==> config.mk <==
export PLATFORM = sky130hd
export DESIGN_NAME = sqrt_iter_n
export DESIGN_NICKNAME = d
export VERILOG_FILES = /design/src/rtl/sqrt_pkg.sv /design/src/rtl/sqrt_step.sv /design/src/rtl/sqrt_iter_n.sv
export SDC_FILE = /design/constraint.sdc
export NUM_CORES = 1
export LEC_CHECK = 0
export CAP_MARGIN = 0
export CORE_MARGIN = 2
export CORE_UTILIZATION = 45
export DETAILED_ROUTE_END_ITERATION = 16
export MAX_ROUTING_LAYER = met4
export PLACE_DENSITY = 0.68
export REMOVE_ABC_BUFFERS = 1
export SYNTH_ARGS = -nofsm -noshare
export SYNTH_HDL_FRONTEND = slang
export SYNTH_SLANG_ARGS = --single-unit
export TNS_END_PERCENT = 20
==> constraint.sdc <==
create_clock -name clk -period 4.2 [get_ports clk]
set_input_delay 1.26 -clock clk [delete_from_list [all_inputs] [get_ports clk]]
set_output_delay 1.26 -clock clk [all_outputs]
set_load 0.01 [all_outputs]
==> src/rtl/sqrt_pkg.sv <==
`default_nettype none
// ============================================================================
// sqrt_pkg : shared state encoding and width helpers for sqrt_iter_n | rev 1.0
// ============================================================================
package sqrt_pkg;

    typedef enum logic [1:0] {
        IDLE = 2'd0,
        CALC = 2'd1,
        FIN  = 2'd2
    } state_t;

    function automatic int half_of(input int n);
        return n / 2;
    endfunction

    function automatic int remw_of(input int n);
        return n / 2 + 1;
    endfunction

endpackage
`default_nettype wire

==> src/rtl/sqrt_step.sv <==
`default_nettype none
// ============================================================================
// sqrt_step : one combinational digit-by-digit square-root iteration | rev 1.0
// ============================================================================
module sqrt_step #(
    parameter int HALF = 4
) (
    input  logic [HALF-1:0] rem_in,
    input  logic [HALF-2:0] root_in,
    input  logic [1:0]      digit,
    output logic [HALF+1:0] rem_out,
    output logic [HALF-1:0] root_out
);

    // Before the last bit the partial remainder fits HALF bits and the partial
    // root fits HALF-1 bits, so only those slices are needed here.
    logic [HALF+1:0] r2;
    logic [HALF+1:0] trial;
    logic            take;

    assign r2       = {rem_in, digit};
    assign trial    = {1'b0, root_in, 2'b01};
    assign take     = (r2 >= trial);
    assign rem_out  = take ? (r2 - trial) : r2;
    assign root_out = {root_in, take};

endmodule
`default_nettype wire

==> src/rtl/sqrt_iter_n.sv <==
`default_nettype none
// ============================================================================
// sqrt_iter_n : iterative bit-serial integer square root, go/done handshake | rev 1.0
// ============================================================================
module sqrt_iter_n
    import sqrt_pkg::*;
#(
    parameter int N     = 8,
    parameter int ROUND = 0
) (
    input  logic                  clk,
    input  logic                  clr,
    input  logic                  go,
    input  logic [N-1:0]          x,
    output logic                  busy,
    output logic                  done,
    output logic [half_of(N)-1:0] root,
    output logic [remw_of(N)-1:0] rem,
    output logic                  exact
);

    localparam int HALF = half_of(N);
    localparam int REMW = remw_of(N);
    localparam int ACCW = HALF + 2;
    localparam int CNTW = $clog2(HALF);

    state_t            state, state_nx;
    logic [N-1:0]      x_sh, x_sh_nx;
    logic [CNTW-1:0]   cnt, cnt_nx;
    logic [HALF-1:0]   root_acc, root_acc_nx;
    logic [ACCW-1:0]   rem_acc, rem_acc_nx;
    logic [HALF-1:0]   root_nx;
    logic [REMW-1:0]   rem_nx;
    logic              exact_nx;
    logic              done_nx;

    logic [ACCW-1:0]   step_rem;
    logic [HALF-1:0]   step_root;
    logic [HALF-1:0]   root_fin;

    sqrt_step #(
        .HALF (HALF)
    ) u_step (
        .rem_in   (rem_acc[HALF-1:0]),
        .root_in  (root_acc[HALF-2:0]),
        .digit    (x_sh[N-1:N-2]),
        .rem_out  (step_rem),
        .root_out (step_root)
    );

    // Rounding up is exact-halfway safe: x >= (r+1/2)^2 reduces to rem > r.
    generate
        if (ROUND != 0) begin : g_round
            assign root_fin = ((rem_acc > ACCW'(root_acc)) && !(&root_acc))
                            ? root_acc + {{(HALF-1){1'b0}}, 1'b1}
                            : root_acc;
        end else begin : g_floor
            assign root_fin = root_acc;
        end
    endgenerate

    assign busy = (state == CALC);

    always_comb begin
        state_nx    = state;
        x_sh_nx     = x_sh;
        cnt_nx      = cnt;
        root_acc_nx = root_acc;
        rem_acc_nx  = rem_acc;
        root_nx     = root;
        rem_nx      = rem;
        exact_nx    = exact;
        done_nx     = done;
        case (state)
            IDLE, FIN: begin
                if (go) begin
                    x_sh_nx     = x;
                    root_acc_nx = '0;
                    rem_acc_nx  = '0;
                    cnt_nx      = CNTW'(HALF - 1);
                    done_nx     = 1'b0;
                    state_nx    = CALC;
                end else if ((state == FIN) && !done) begin
                    // First FIN edge publishes the finished accumulators.
                    root_nx  = root_fin;
                    rem_nx   = rem_acc[HALF:0];
                    exact_nx = (rem_acc == '0);
                    done_nx  = 1'b1;
                end
            end
            CALC: begin
                rem_acc_nx  = step_rem;
                root_acc_nx = step_root;
                x_sh_nx     = {x_sh[N-3:0], 2'b00};
                cnt_nx      = cnt - CNTW'(1);
                if (cnt == '0) begin
                    state_nx = FIN;
                end
            end
            default: begin
                state_nx = IDLE;
            end
        endcase
    end

    always_ff @(posedge clk or posedge clr) begin
        if (clr) begin
            state    <= IDLE;
            x_sh     <= '0;
            cnt      <= '0;
            root_acc <= '0;
            rem_acc  <= '0;
            root     <= '0;
            rem      <= '0;
            exact    <= 1'b0;
            done     <= 1'b0;
        end else begin
            state    <= state_nx;
            x_sh     <= x_sh_nx;
            cnt      <= cnt_nx;
            root_acc <= root_acc_nx;
            rem_acc  <= rem_acc_nx;
            root     <= root_nx;
            rem      <= rem_nx;
            exact    <= exact_nx;
            done     <= done_nx;
        end
    end

endmodule
`default_nettype wire

==> impl_metrics.ini <==
[synthesis]
synthSimpleGateAreaFrac_pct = 10.3
ys_seq_area_share_pct = 54.1
synth_ff_type = dfrtp_1
synth_commonest_cells = dfrtp_1 (33), nor2_1 (13), inv_1 (11)
syn_inst = 140
synth_top_area_share_pct = 54.1
synthAdderAreaFrac_pct = 4.92
syn-cell-area_mm2 = 0.00153
avgSynthCellArea_um2 = 10.9
synth_top_family_by_area = compound AO/OA/AOI/OAI gates
synth_compound_area_share_pct = 16.4
ys_types = 33
yosys_warnings = 0
yosys.area.top_type = dfrtp_1
synth_edf_count = 0
synth.area.mux_share_pct = 8.61
async_flop_share_pct = 100
synthXorXnorAreaFrac_pct = 1.72
synth_area_leaders = dfrtp_1 (54%), mux2_2 (6.6%), ha_1 (4.9%), o22ai_1 (4.1%), nor2_1 (3.2%)
synth_most_common_cell = dfrtp_1
ys_ff_latch = 33

[clock_tree]
clk_latency_ns = 0.33
postCtsHoldBufs = 0
cts.sinks = 33
clockBufferDepth = 2
cts_tree = done
cts_buffers = 5
postCtsSetupRepairBufs = 0
cts_resized = 0
root_buffer = clkbuf_4
h-tree-depth = 2
path_clk_slew_ns = 0.10

[timing]
worst_pin_slew_ns = 0.663
setup_tns_ns = 0
max_slew_margin_pct = 55.8
finalMaxSlewViolations = 0
fmax_mhz = 285
final-setup-viol-count = 0
min_period_over_period_pct = 83.6
timing.hold.ws_ns = 0.478
fin_skew_ns = 0.0121
finalCriticalPeriod_ns = 3.51
rsz0062_at_grt = no
finalHoldViolCount = 0

[floorplan]
die_w_um = 62.2
initial_core_util_pct = 46.4
core-area_mm2 = 0.00328
num_rows = 21
die_area_mm2 = 0.00387
die_y_um = 62.2
num_io_pins = 23

[finish]
area_growth_pct = 21.9
multiInputGateArea_um2 = 641
nets = 185
final_cell_count_no_fill = 215
seq_area_um2 = 826
num_antenna_cells = 0
drive_gt1_share_pct = 13.6
fillers = 295
fin_area_mm2 = 0.00186

[pwr]
power_frac_clock_pct = 10.6
ir_drop_v = 0.000374
power_frac_comb_pct = 53.6
leakagePower_nw = 0.837
power_density_mw_per_mm2 = 862
sequentialPowerShare_pct = 35.8
finalPower_w = 0.00160
p_int_w = 0.000937
power.switching_w = 0.000665
sw_frac_of_total_pct = 41.5

[routing]
vias = 1150
routed_wl_um = 2900
first_pass_iters = 4
drcViolationCount = 0
via_per_inst = 5.35
drtAntennaViolNets = 0
post_drt_wl_per_cell_um = 13.5
drt_iter0_drc = 47

[worst_setup_path]
arrival_ns = 2.25
r2r_setup_slack_ns = 2.12
r2r_start = state[0]
crit_required_ns = 2.94
endpoint = busy
path_cells = nand2b_1, clkinv_1, clkdlybuf4s50_1
critPathLaunchType = flip-flop
critical-path-max-stage-delay_ns = 0.58
cp_num_buf_inv = 2
reg2reg_depth = 5
worstSetupPathType = flip-flop to output pin
cp_num_cells = 3
crit_slowest_cell = clkdlybuf4s50_1
critPathTopFamily = buffers and inverters
startpoint = state[0]
critPathMaxFanout = 19
crit_path_end_kind = output pin
r2r-end = rem_acc[4]

[global_routing]
grt_antenna_before_repair = 0
overflow = 0
grt_use_total_pct = 17.0
grt_max_degree = 34
grt_pass1_vias = 1145
grt_pass1_wl_um = 5060

[place]
finalWeightedCongestion = 0.897
dp_hpwl_um = 2140
placedCellCount = 207
port_buffers = 22
placed_area_mm2 = 0.00180

[run]
maxCapViolations = 0

[worst_hold_path]
worstHoldPathType = flip-flop to flip-flop

[run_status]
outcome = finished clean
## layer usage
metal	routed length, µm	up-vias	share of wire [%]	global-route usage [%]
li1	-	554	-	-
met3	140	6	4.8	3.26
met2	1390	39	48	28.8
met1	1310	551	45	19.6
met4	63	0	2.2	8.06
met5	0	-	0	-
## worst min path at each step
| stage | from | depth (start not counted) | to | slack (ns) |
|---|---|---|---|---|
| after CTS | cnt[0] | 1 | cnt[0] | 0.48 |
| after global routing | root_acc[3] | 2 | root_acc[3] | 0.52 |
| after global placement | cnt[0] | 1 | cnt[0] | 0.46 |
| after floorplan | cnt[0] | 1 | cnt[0] | 0.44 |
| after detailed placement | cnt[0] | 1 | cnt[0] | 0.47 |
| final | cnt[0] | 1 | cnt[0] | 0.48 |
## state kept, by name (all words and copies together) (netlist names)
signal and count:
cnt 2, done 1, root_acc 4, exact 1, root 4, x_sh 8, state 2, rem 5
rem_acc 6
## power groups by stage
stage / clock network, W / logic [W] / registers, W
detailed placement: 0 / 0.000861 / 0.000578
CTS: 0.000176 / 0.000863 / 0.000573
floorplan: 0 / 0.000599 / 0.000572
finish: 0.000169 / 0.000859 / 0.000574
global route: 0.000191 / 0.000963 / 0.000594
global placement: 0 / 0.000843 / 0.000571
## final cells by class
class / instances / share of cell area, %
tap: 46 / 3.10
timing repair buffer: 24 / 12.7
inverter: 12 / 2.42
sequential: 33 / 44.4
multi-input combinational: 92 / 34.5
clock inverter: 3 / 0.942
clock buffer: 5 / 2.02
## through the flow
stage,setup slack (ns),utilization [%]
floorplan,1.53,-
global placement,1.09,54.9
detailed placement,1.06,54.9
CTS,0.679,56.6
global route,0.505,56.6
finish,0.688,56.6
## worst register-to-register path: cells and delay by family, from the launching register on
family	cells	cell delay, ns
AO/OA/AOI/OAI	2	0.19
flip-flops	1	0.43
AND/OR/NAND/NOR	2	0.96
buffers and inverters	1	0.42
## cell usage in the layout (no fill, tap or decap), drive strengths merged, types with 6 or more instances in the layout
cell type / instances
nand2: 9
mux2: 9
dfrtp: 33
o22ai: 10
clkdlybuf4s50: 22
inv: 11
o21ai: 10
ha: 6
nor2: 14
a21oi: 6
## kinds of logic after synthesis
kind of cell               after synthesis
AOI/OAI and AO/OA                       37
muxes                                   12
DFF                                     33
adders and majority gates                6
xor gates and xnor gates                 3
and+or+nand+nor                         34
buffers and inverters                   15
(Power assumes the default switching activity.)
